--- src/rtl/vga_scan_controller_if.sv ---
// ---------------------------------------------------------------------------
// vga_scan_controller_if
// Bundle of raster-timing signals that the VGA scan controller drives toward
// the VGA DAC and toward the colour mapper / game logic.
//   VGA_CLK      25 MHz pixel clock (half of the system clock)
//   VGA_HS/VS    horizontal / vertical sync, active low
//   VGA_BLANK_N  1 on visible pixels, 0 during blanking
//   VGA_SYNC_N   no sync-on-green, held 0
//   DrawX/DrawY  current raster column / row
//   pix_en       one-system-clock strobe on cycles where the counters advance
//   line_start   one-cycle strobe after DrawX wraps to 0
//   frame_start  one-cycle strobe after (DrawX, DrawY) wraps to (0, 0)
//   vblank       high while DrawY is below the visible area
// master: the controller that drives the bundle; slave: any consumer.
// ---------------------------------------------------------------------------
interface vga_scan_controller_if;
  logic       VGA_CLK;
  logic       VGA_HS;
  logic       VGA_VS;
  logic       VGA_BLANK_N;
  logic       VGA_SYNC_N;
  logic [9:0] DrawX;
  logic [9:0] DrawY;
  logic       pix_en;
  logic       line_start;
  logic       frame_start;
  logic       vblank;

  modport master (
    output VGA_CLK, VGA_HS, VGA_VS, VGA_BLANK_N, VGA_SYNC_N,
    output DrawX, DrawY, pix_en, line_start, frame_start, vblank
  );

  modport slave (
    input VGA_CLK, VGA_HS, VGA_VS, VGA_BLANK_N, VGA_SYNC_N,
    input DrawX, DrawY, pix_en, line_start, frame_start, vblank
  );
endinterface

--- src/rtl/vga_scan_controller.sv ---
// ---------------------------------------------------------------------------
// vga_scan_controller
// Generates 640x480 @ 60 Hz VGA raster timing from the 50 MHz system clock.
// A divide-by-two phase bit forms the pixel clock; horizontal and vertical
// counters step once per pixel and drive DrawX/DrawY directly.  Sync, blank
// and vblank are registered from the *next* counter values so they change on
// the same edge as DrawX/DrawY.
// Ports:
//   Clk      in   50 MHz system clock
//   Reset_n  in   asynchronous, active-low reset
//   vga      master side of vga_scan_controller_if (timing outputs)
// ---------------------------------------------------------------------------
module vga_scan_controller #(
  parameter int H_VISIBLE = 640,
  parameter int H_FRONT   = 16,
  parameter int H_SYNC    = 96,
  parameter int H_BACK    = 48,
  parameter int V_VISIBLE = 480,
  parameter int V_FRONT   = 10,
  parameter int V_SYNC    = 2,
  parameter int V_BACK    = 33
) (
  input  logic                   Clk,
  input  logic                   Reset_n,
  vga_scan_controller_if.master  vga
);

  localparam int H_TOTAL = H_VISIBLE + H_FRONT + H_SYNC + H_BACK;
  localparam int V_TOTAL = V_VISIBLE + V_FRONT + V_SYNC + V_BACK;

  localparam logic [9:0] H_LAST     = 10'(H_TOTAL - 1);
  localparam logic [9:0] V_LAST     = 10'(V_TOTAL - 1);
  localparam logic [9:0] H_VIS_END  = 10'(H_VISIBLE);
  localparam logic [9:0] V_VIS_END  = 10'(V_VISIBLE);
  localparam logic [9:0] HS_START   = 10'(H_VISIBLE + H_FRONT);
  localparam logic [9:0] HS_END     = 10'(H_VISIBLE + H_FRONT + H_SYNC);
  localparam logic [9:0] VS_START   = 10'(V_VISIBLE + V_FRONT);
  localparam logic [9:0] VS_END     = 10'(V_VISIBLE + V_FRONT + V_SYNC);

  logic       phase;
  logic       pix_en_q;
  logic [9:0] h_cnt;
  logic [9:0] v_cnt;
  logic       hs_q;
  logic       vs_q;
  logic       blank_n_q;
  logic       vblank_q;
  logic       line_start_q;
  logic       frame_start_q;

  logic       h_wrap;
  logic       v_wrap;
  logic [9:0] h_nxt;
  logic [9:0] v_nxt;

  // Next counter values. The vertical counter only moves when the
  // horizontal counter wraps, and both hold on non-pixel cycles.
  always_comb begin
    h_wrap = (h_cnt == H_LAST);
    v_wrap = (v_cnt == V_LAST);
    h_nxt  = h_cnt;
    v_nxt  = v_cnt;
    if (pix_en_q) begin
      if (h_wrap) begin
        h_nxt = '0;
        v_nxt = v_wrap ? '0 : v_cnt + 10'd1;
      end else begin
        h_nxt = h_cnt + 10'd1;
      end
    end
  end

  // Decoded outputs are registered from the next counter values so that
  // they line up with DrawX/DrawY on the same edge. The strobes mark the
  // cycle right after a wrap, which is exactly the edge that wraps while
  // pix_en is high.
  always_ff @(posedge Clk or negedge Reset_n) begin
    if (!Reset_n) begin
      phase         <= 1'b0;
      pix_en_q      <= 1'b0;
      h_cnt         <= '0;
      v_cnt         <= '0;
      hs_q          <= 1'b1;
      vs_q          <= 1'b1;
      blank_n_q     <= 1'b1;
      vblank_q      <= 1'b0;
      line_start_q  <= 1'b0;
      frame_start_q <= 1'b0;
    end else begin
      phase         <= ~phase;
      pix_en_q      <= ~phase;
      h_cnt         <= h_nxt;
      v_cnt         <= v_nxt;
      hs_q          <= ~((h_nxt >= HS_START) && (h_nxt < HS_END));
      vs_q          <= ~((v_nxt >= VS_START) && (v_nxt < VS_END));
      blank_n_q     <= (h_nxt < H_VIS_END) && (v_nxt < V_VIS_END);
      vblank_q      <= (v_nxt >= V_VIS_END);
      line_start_q  <= pix_en_q && h_wrap;
      frame_start_q <= pix_en_q && h_wrap && v_wrap;
    end
  end

  assign vga.VGA_CLK     = phase;
  assign vga.VGA_HS      = hs_q;
  assign vga.VGA_VS      = vs_q;
  assign vga.VGA_BLANK_N = blank_n_q;
  assign vga.VGA_SYNC_N  = 1'b0;
  assign vga.DrawX       = h_cnt;
  assign vga.DrawY       = v_cnt;
  assign vga.pix_en      = pix_en_q;
  assign vga.line_start  = line_start_q;
  assign vga.frame_start = frame_start_q;
  assign vga.vblank      = vblank_q;

endmodule

--- src/flat_wrapper.sv ---
// flat-port wrapper written by rule: the top's interface ports become plain ports
module vga_scan_controller_flat 
#(
  parameter int H_VISIBLE = 640,
  parameter int H_FRONT   = 16,
  parameter int H_SYNC    = 96,
  parameter int H_BACK    = 48,
  parameter int V_VISIBLE = 480,
  parameter int V_FRONT   = 10,
  parameter int V_SYNC    = 2,
  parameter int V_BACK    = 33
)
  (Clk, Reset_n, vga_VGA_CLK, vga_VGA_HS, vga_VGA_VS, vga_VGA_BLANK_N, vga_VGA_SYNC_N, vga_DrawX, vga_DrawY, vga_pix_en, vga_line_start, vga_frame_start, vga_vblank);
  vga_scan_controller_if vga_i ();
  input  logic Clk;
  input  logic Reset_n;
  output wire logic [$bits(vga_i.VGA_CLK)-1:0] vga_VGA_CLK;
  output wire logic [$bits(vga_i.VGA_HS)-1:0] vga_VGA_HS;
  output wire logic [$bits(vga_i.VGA_VS)-1:0] vga_VGA_VS;
  output wire logic [$bits(vga_i.VGA_BLANK_N)-1:0] vga_VGA_BLANK_N;
  output wire logic [$bits(vga_i.VGA_SYNC_N)-1:0] vga_VGA_SYNC_N;
  output wire logic [$bits(vga_i.DrawX)-1:0] vga_DrawX;
  output wire logic [$bits(vga_i.DrawY)-1:0] vga_DrawY;
  output wire logic [$bits(vga_i.pix_en)-1:0] vga_pix_en;
  output wire logic [$bits(vga_i.line_start)-1:0] vga_line_start;
  output wire logic [$bits(vga_i.frame_start)-1:0] vga_frame_start;
  output wire logic [$bits(vga_i.vblank)-1:0] vga_vblank;
  assign vga_VGA_CLK = vga_i.VGA_CLK;
  assign vga_VGA_HS = vga_i.VGA_HS;
  assign vga_VGA_VS = vga_i.VGA_VS;
  assign vga_VGA_BLANK_N = vga_i.VGA_BLANK_N;
  assign vga_VGA_SYNC_N = vga_i.VGA_SYNC_N;
  assign vga_DrawX = vga_i.DrawX;
  assign vga_DrawY = vga_i.DrawY;
  assign vga_pix_en = vga_i.pix_en;
  assign vga_line_start = vga_i.line_start;
  assign vga_frame_start = vga_i.frame_start;
  assign vga_vblank = vga_i.vblank;
  vga_scan_controller #(.H_VISIBLE(H_VISIBLE), .H_FRONT(H_FRONT), .H_SYNC(H_SYNC), .H_BACK(H_BACK), .V_VISIBLE(V_VISIBLE), .V_FRONT(V_FRONT), .V_SYNC(V_SYNC), .V_BACK(V_BACK)) u_core (.Clk(Clk), .Reset_n(Reset_n), .vga(vga_i));
endmodule
--- config.mk ---
export PLATFORM = sky130hd
export DESIGN_NAME = vga_scan_controller_flat
export DESIGN_NICKNAME = d
export VERILOG_FILES = /design/src/rtl/vga_scan_controller_if.sv /design/src/rtl/vga_scan_controller.sv /design/src/flat_wrapper.sv
export SDC_FILE = /design/constraint.sdc
export NUM_CORES = 1
export LEC_CHECK = 0
export BUFFER_PORTS_ARGS = -buffer_cell sky130_fd_sc_hd__buf_2
export CAP_MARGIN = 20
export CORE_MARGIN = 5
export CORE_UTILIZATION = 45
export CTS_CLUSTER_SIZE = 24
export DETAILED_ROUTE_END_ITERATION = 16
export GPL_TIMING_DRIVEN = 0
export HOLD_SLACK_MARGIN = 0.15
export PLACE_DENSITY = 0.68
export SYNTH_ARGS = -nofsm -noshare
export SYNTH_HDL_FRONTEND = slang
export SYNTH_SLANG_ARGS = --single-unit
--- constraint.sdc ---
create_clock -name Clk -period 2.9 [get_ports Clk]
set_clock_uncertainty 0.2 [all_clocks]
set_input_delay 0.435 -clock Clk [delete_from_list [all_inputs] [get_ports Clk]]
set_output_delay 0.435 -clock Clk [all_outputs]
set_load 0.03 [all_outputs]
# Word-level counts from Yosys, hierarchy flattened
# Index checks and enable logic that the tools add are counted.
dict set report op_classes {
  add_sub_neg 2
  order_cmp 7
  eq_ne 2
  muxes 5
  n_bitwise 3
  reduce_logical 5
}
# operator n
set op_table {}
lappend op_table {{2-to-1 mux 10 bit} 5}
lappend op_table {{adder 10 x 1 -> 10 bit, second input constant} 2}
lappend op_table {{== test 10 bit, second input constant} 2}
lappend op_table {{>= comparator 10 x 9 -> 1 bit, second input constant} 2}
lappend op_table {{less-than comparator 10 bit, second input constant} 2}
lappend op_table {{less-than comparator 10 x 9 -> 1 bit, second input constant} 2}
lappend op_table {{>= comparator 10 bit, second input constant} 1}
lappend op_table {{logical AND 1 bit} 5}
lappend op_table {{inverter 1 bit} 3}
dict set report word_totals {
  regBits 27
  input_bits 2
  out_inout_bits 29
}

# Longest topological paths before layout
dict set report logic_depth {
  word_depth 7
  depth_mapped 8
}

# Worst setup path after synthesis
# No wires, ideal clock.
dict set report synth_path {
  path_kind {flip-flop to flip-flop}
  startpoint {reg u_core.h_cnt[0] (netlist: u_core.vga.DrawX[0])}
  endpoint {reg u_core.vs_q (netlist: u_core.vga.VGA_VS)}
  setup_ns 0.094
  t_arrival_ns 2.235
  required_time_ns 2.606
  slack_ns 0.371
  path_stages_with_launch 9
  path_buffers 1
  period_less_slack_ns 2.529
  cell_sequence {dfrtp_1 -> ha_1 -> and4_1 -> buf_6 -> nand3_4 -> clkinv_2 -> nand3_2 -> a211o_1 -> or4b_1}
}
dict set report synth_via {
  elab_chain_len 6
}
# item line
set synth_rtl {}
lappend synth_rtl {{start: declaration} vga_scan_controller.sv:42} ;# logic [9:0] h_cnt;
lappend synth_rtl {{start signal: assignment} vga_scan_controller.sv:92} ;# h_cnt <= h_nxt;
lappend synth_rtl {{== test 10 bit *} vga_scan_controller.sv:59} ;# h_wrap = (h_cnt == H_LAST);
lappend synth_rtl {{2-to-1 mux 10 bit *} vga_scan_controller.sv:64} ;# if (h_wrap) begin
lappend synth_rtl {{2-to-1 mux 10 bit *} vga_scan_controller.sv:63} ;# if (pix_en_q) begin
lappend synth_rtl {{>= comparator 10 x 9 -> 1 bit / less-than comparator 10 x 9 -> 1 bit (equally long branches)} vga_scan_controller.sv:95} ;# vs_q <= ~((v_nxt >= VS_START) && (v_nxt < VS_END));
lappend synth_rtl {{logical AND 1 bit *} vga_scan_controller.sv:95}
lappend synth_rtl {{inverter 1 bit *} vga_scan_controller.sv:95}
lappend synth_rtl {{end signal: assignment} vga_scan_controller.sv:95}
lappend synth_rtl {{end: declaration} vga_scan_controller.sv:45} ;# logic vs_q;
# Mark *: on every way between the ends. The rest lies on a longest branch, timed or not.

# Final worst setup path
# Ends and elaborated chain as after synthesis.

==> report_table.html <==
<table>
<tr><th>Metric</th><th>Value</th></tr>
<tr><th colspan="2">Outcome</th></tr>
<tr><td>Run status</td><td>completed</td></tr>
<tr><th colspan="2">Finish</th></tr>
<tr><td>Filler cell count</td><td>295</td></tr>
<tr><td>Ratio of cells with drive above 1 in the final layout</td><td>29.4%</td></tr>
<tr><td>Number of diodes added for antenna fixing</td><td>0</td></tr>
<tr><td>Number of nets in the final layout</td><td>183</td></tr>
<tr><td>Area of all sequential standard cells</td><td>679 sq um</td></tr>
<tr><td>Footprint of the multi-input gates</td><td>712 sq um</td></tr>
<tr><td>Synth-to-Final Area Change</td><td>16.3%</td></tr>
<tr><th colspan="2">STA</th></tr>
<tr><td>Highest Clock Rate</td><td>0.399 GHz</td></tr>
<tr><td>Unrepaired setup endpoints after global routing</td><td>false</td></tr>
<tr><td>Remaining max-slew budget at the tightest pin</td><td>61.5%</td></tr>
<tr><td>Least-Margin Pin Slew</td><td>0.578 ns</td></tr>
<tr><td>Number of hold-slack violations in the final timing report</td><td>0</td></tr>
<tr><td>Total setup violations reported at the end of the flow</td><td>0</td></tr>
<tr><td>Fraction of the cycle the final worst path needs</td><td>86.5%</td></tr>
<tr><td>Final Worst Setup Slack</td><td>0.391 ns</td></tr>
<tr><td>Final number of max-transition violations</td><td>0</td></tr>
<tr><td>Minimum period implied by the final worst setup slack</td><td>2.51 ns</td></tr>
<tr><td>Post-Route Setup TNS</td><td>0 ns</td></tr>
<tr><th colspan="2">Global route</th></tr>
<tr><td>GRT met1 Usage</td><td>19.1%</td></tr>
<tr><td>Global-route usage over all layers</td><td>14.2%</td></tr>
<tr><td>Global-route congestion overflow total</td><td>0</td></tr>
<tr><td>Fraction of met3 tracks used by global routing</td><td>2.33%</td></tr>
<tr><td>Peak-usage layer in the global routing report</td><td>met2</td></tr>
<tr><td>Largest net degree at the start of global routing</td><td>28</td></tr>
<tr><td>First-pass GRT wire length</td><td>5.00 mm</td></tr>
<tr><td>Antenna violations before repair</td><td>0</td></tr>
<tr><td>Vias in the first global route</td><td>1149</td></tr>
<tr><td>Met2 Use GR</td><td>23.3%</td></tr>
<tr><th colspan="2">Clock tree</th></tr>
<tr><td>Bufs on Longest Clock Path</td><td>2</td></tr>
<tr><td>Number of buffers inserted by post-CTS setup repair</td><td>0</td></tr>
<tr><td>Number of buffers inserted during clock tree synthesis</td><td>3</td></tr>
<tr><td>Clock latency reported for the late side of the worst-skew pair</td><td>0.32 ns</td></tr>
<tr><td>Count of clock tree sinks</td><td>27</td></tr>
<tr><td>Root cell of the clock tree</td><td>sky130_fd_sc_hd__clkbuf_4</td></tr>
<tr><td>Clock tree from TritonCTS</td><td>done</td></tr>
<tr><td>H-tree depth</td><td>1</td></tr>
<tr><td>Clock transition time at the flip-flop clock pins of the worst setup and hold paths</td><td>0.15 ns</td></tr>
<tr><th colspan="2">Routing</th></tr>
<tr><td>Number of vias in the routed layout</td><td>1192</td></tr>
<tr><td>Count of antenna-violating nets left after detailed routing</td><td>0</td></tr>
<tr><td>DRT iter0 DRCs</td><td>58</td></tr>
<tr><td>Aggregate routed wire length</td><td>3.03 mm</td></tr>
<tr><td>Via/cell ratio</td><td>5.39</td></tr>
<tr><td>Routed wire per std cell</td><td>13.7 microns</td></tr>
<tr><td>DR DRC count</td><td>0</td></tr>
<tr><td>Number of iterations in the first detailed-routing pass</td><td>4</td></tr>
<tr><th colspan="2">Logic synthesis</th></tr>
<tr><td>Largest area contributor in the netlist</td><td>sky130_fd_sc_hd__dfrtp_1</td></tr>
<tr><td>Syn_nets</td><td>148</td></tr>
<tr><td>Mapped cell area</td><td>1470 sq um</td></tr>
<tr><td>Synthesized area per cell</td><td>10.3 sq um</td></tr>
<tr><td>Post-synth ARST share</td><td>100%</td></tr>
<tr><td>Largest cells by area after synthesis</td><td>sky130_fd_sc_hd__dfrtp_1 41%, sky130_fd_sc_hd__dfstp_2 5.4%, sky130_fd_sc_hd__xnor2_1 5.4%</td></tr>
<tr><td>Proportion of netlist area held by the largest area contributor</td><td>40.9%</td></tr>
<tr><td>Syn. warnings</td><td>0</td></tr>
<tr><td>Number of flip-flops and latches in the synthesized netlist</td><td>27</td></tr>
<tr><td>Number of distinct standard cells referenced by the synthesized netlist</td><td>51</td></tr>
<tr><td>Mapped Cells</td><td>143</td></tr>
<tr><td>EDFF count, synth</td><td>0</td></tr>
<tr><td>Seq/Total Area, Yosys</td><td>46.2%</td></tr>
<tr><td>Flip-flop cell with the highest count after synthesis</td><td>sky130_fd_sc_hd__dfrtp_1</td></tr>
<tr><th colspan="2">Placement</th></tr>
<tr><td>Global placer's final weighted congestion</td><td>0.950</td></tr>
<tr><td>Detailed Place HPWL</td><td>2.29 mm</td></tr>
<tr><td># port buffers</td><td>29</td></tr>
<tr><td>Setup slack after placement</td><td>0.409 ns</td></tr>
<tr><th colspan="2">Worst setup path</th></tr>
<tr><td>Startpoint class of the critical path</td><td>flip-flop</td></tr>
<tr><td>CP Data Required Time</td><td>2.96 ns</td></tr>
<tr><td>Top fanout value on the critical path</td><td>8</td></tr>
<tr><td>Category of the worst setup path capture point</td><td>flip-flop</td></tr>
<tr><td>Category of the most critical setup path</td><td>reg2reg</td></tr>
<tr><td>Arrival time of data at the critical path endpoint</td><td>2.57 ns</td></tr>
<tr><th colspan="2">Floorplanning</th></tr>
<tr><td>Area of the placeable core</td><td>3100 sq um</td></tr>
<tr><td>Die Outline Area</td><td>4510 sq um</td></tr>
<tr><td>X dimension of the die</td><td>67.2 microns</td></tr>
<tr><td>Starting density of the core</td><td>47.4%</td></tr>
<tr><td>Die Ht</td><td>67.2 microns</td></tr>
<tr><td>Number of cell rows</td><td>20</td></tr>
<tr><td>Number of top-level pins</td><td>31</td></tr>
<tr><th colspan="2">Pwr</th></tr>
<tr><td>Peak supply drop</td><td>0.148 mV</td></tr>
<tr><td>Leakage component of the power</td><td>0.774 nW</td></tr>
<tr><td>Power density of the placed cells</td><td>323 nW/um^2</td></tr>
<tr><td>Power Total</td><td>0.552 mW</td></tr>
<tr><th colspan="2">Job</th></tr>
<tr><td>Count of maximum capacitance violations</td><td>0</td></tr>
<tr><th colspan="2">Hold path</th></tr>
<tr><td>Type of the most critical hold path</td><td>reg2reg</td></tr>
</table>
==> what timing repair did <==
| item | 4_1_cts | 5_1_grt |
|---|---|---|
| hold endpoints to repair | 24 | 0 |
| endpoints found under the setup margin | 0 | 0 |
| hold buffers | 1 | 0 |
| resized for setup | 0 | 0 |
==> layout make-up <==
cell class,instances,area share [%]
buffer,7,3.00
timing repair buffer,30,9.07
inverter,7,1.61
clock buffer,3,1.32
tap,44,3.22
clock inverter,1,0.439
sequential,27,39.7
multi-input combinational,102,41.6
==> registers in the layout, summed over array words and instances, names as in the netlist <==
| signal | flops |
|---|---|
| u_core.vga.VGA_CLK | 1 |
| u_core.vga.vblank | 1 |
| u_core.vga.VGA_VS | 1 |
| u_core.vga.DrawY | 10 |
| u_core.vga.frame_start | 1 |
| u_core.vga.line_start | 1 |
| u_core.vga.DrawX | 10 |
| u_core.vga.VGA_HS | 1 |
| u_core.vga.VGA_BLANK_N | 1 |
==> layout by cell type, fill, tap and decap left out, types with 3 or more instances in the layout <==
cell,count
sky130_fd_sc_hd__and4_1,3
sky130_fd_sc_hd__buf_2,31
sky130_fd_sc_hd__xnor2_1,9
sky130_fd_sc_hd__xor2_1,3
sky130_fd_sc_hd__dfrtp_1,24
sky130_fd_sc_hd__nand2_1,15
sky130_fd_sc_hd__dfstp_2,3
sky130_fd_sc_hd__nand3_1,7
sky130_fd_sc_hd__nor2_1,10
sky130_fd_sc_hd__ha_1,3
sky130_fd_sc_hd__a21oi_1,3
sky130_fd_sc_hd__inv_1,6
sky130_fd_sc_hd__nand4_1,8
sky130_fd_sc_hd__clkbuf_4,3
==> synthesized netlist by cell type, types with 3 or more instances <==
library cell and n:
sky130_fd_sc_hd__nand4_1 8, sky130_fd_sc_hd__dfstp_2 3, sky130_fd_sc_hd__xor2_1 3, sky130_fd_sc_hd__nand2_1 15, sky130_fd_sc_hd__xnor2_1 9, sky130_fd_sc_hd__nor2_1 10, sky130_fd_sc_hd__a21oi_1 3, sky130_fd_sc_hd__dfrtp_1 24
sky130_fd_sc_hd__nand3_1 7, sky130_fd_sc_hd__inv_1 6, sky130_fd_sc_hd__ha_1 3, sky130_fd_sc_hd__and4_1 3
==> path summary, 6_finish.rpt <==
path | startpoint | end | slack [ns] | cells past startpoint
min in group asynchronous | Reset_n | u_core.vga.DrawY[2]$_DFF_PN0_ | 0.42 | 2
setup / recovery | u_core.vga.DrawX[0]$_DFF_PN0_ | u_core.vga.VGA_VS$_DFF_PN1_ | 0.39 | 7
setup reg to reg | u_core.vga.DrawX[0]$_DFF_PN0_ | u_core.vga.VGA_VS$_DFF_PN1_ | 0.39 | 7
max in group asynchronous | Reset_n | u_core.vga.DrawX[4]$_DFF_PN0_ | 1.70 | 2
hold reg to reg | u_core.vga.DrawX[7]$_DFF_PN0_ | u_core.vga.DrawX[7]$_DFF_PN0_ | 0.37 | 1
hold / removal | u_core.vga.DrawX[7]$_DFF_PN0_ | u_core.vga.DrawX[7]$_DFF_PN0_ | 0.37 | 1
==> report_power, final <==
part	leakage, nW	switching [mW]	internal, mW
Clock	0.0139	0.111	0.0526
Sequential	0.353	0	0.377
Combinational	0.408	0.00873	0.00226
Total	0.774	0.120	0.432
==> cell families after synthesis <==
kind of cell / Yosys count / synth area share (%)
and+or+nand+nor: 65 / 27.8
buffers and inverters: 14 / 5.36
AOI/OAI and AO/OA: 19 / 9.19
adders and majority gates: 3 / 2.55
DFF: 27 / 46.2
other: 1 / 0.255
xor gates and xnor gates: 12 / 7.15
muxes: 2 / 1.45
==> per-stage QoR <==
stage               hold WS, ns  instance area [sq um]  std cells  utilization (%)
CTS                       0.363                   1710        221             55.1
global route              0.400                   1710        221             55.1
detailed placement        0.274                   1670        216             53.8
global placement          0.269                   1670        216             53.8
finish                    0.367                   1710        221             55.1
floorplan               -0.0606                   1470        143                -
==> metal layers <==
layer,part of all wire (%),vias up
met5,0,-
met4,0.63,0
met3,5.3,2
met2,48,41
met1,46,567
li1,-,582
==> critical path, stage by stage (launching register included) <==
cell and delay [ns]:
sky130_fd_sc_hd__dfrtp_1 0.44, sky130_fd_sc_hd__ha_1 0.28, sky130_fd_sc_hd__and4_1 0.24, sky130_fd_sc_hd__buf_6 0.14
sky130_fd_sc_hd__nand4_1 0.15, sky130_fd_sc_hd__or2_1 0.30, sky130_fd_sc_hd__o22ai_1 0.23, sky130_fd_sc_hd__or4b_1 0.46
Note: power is estimated with default switching activity, not from simulation.
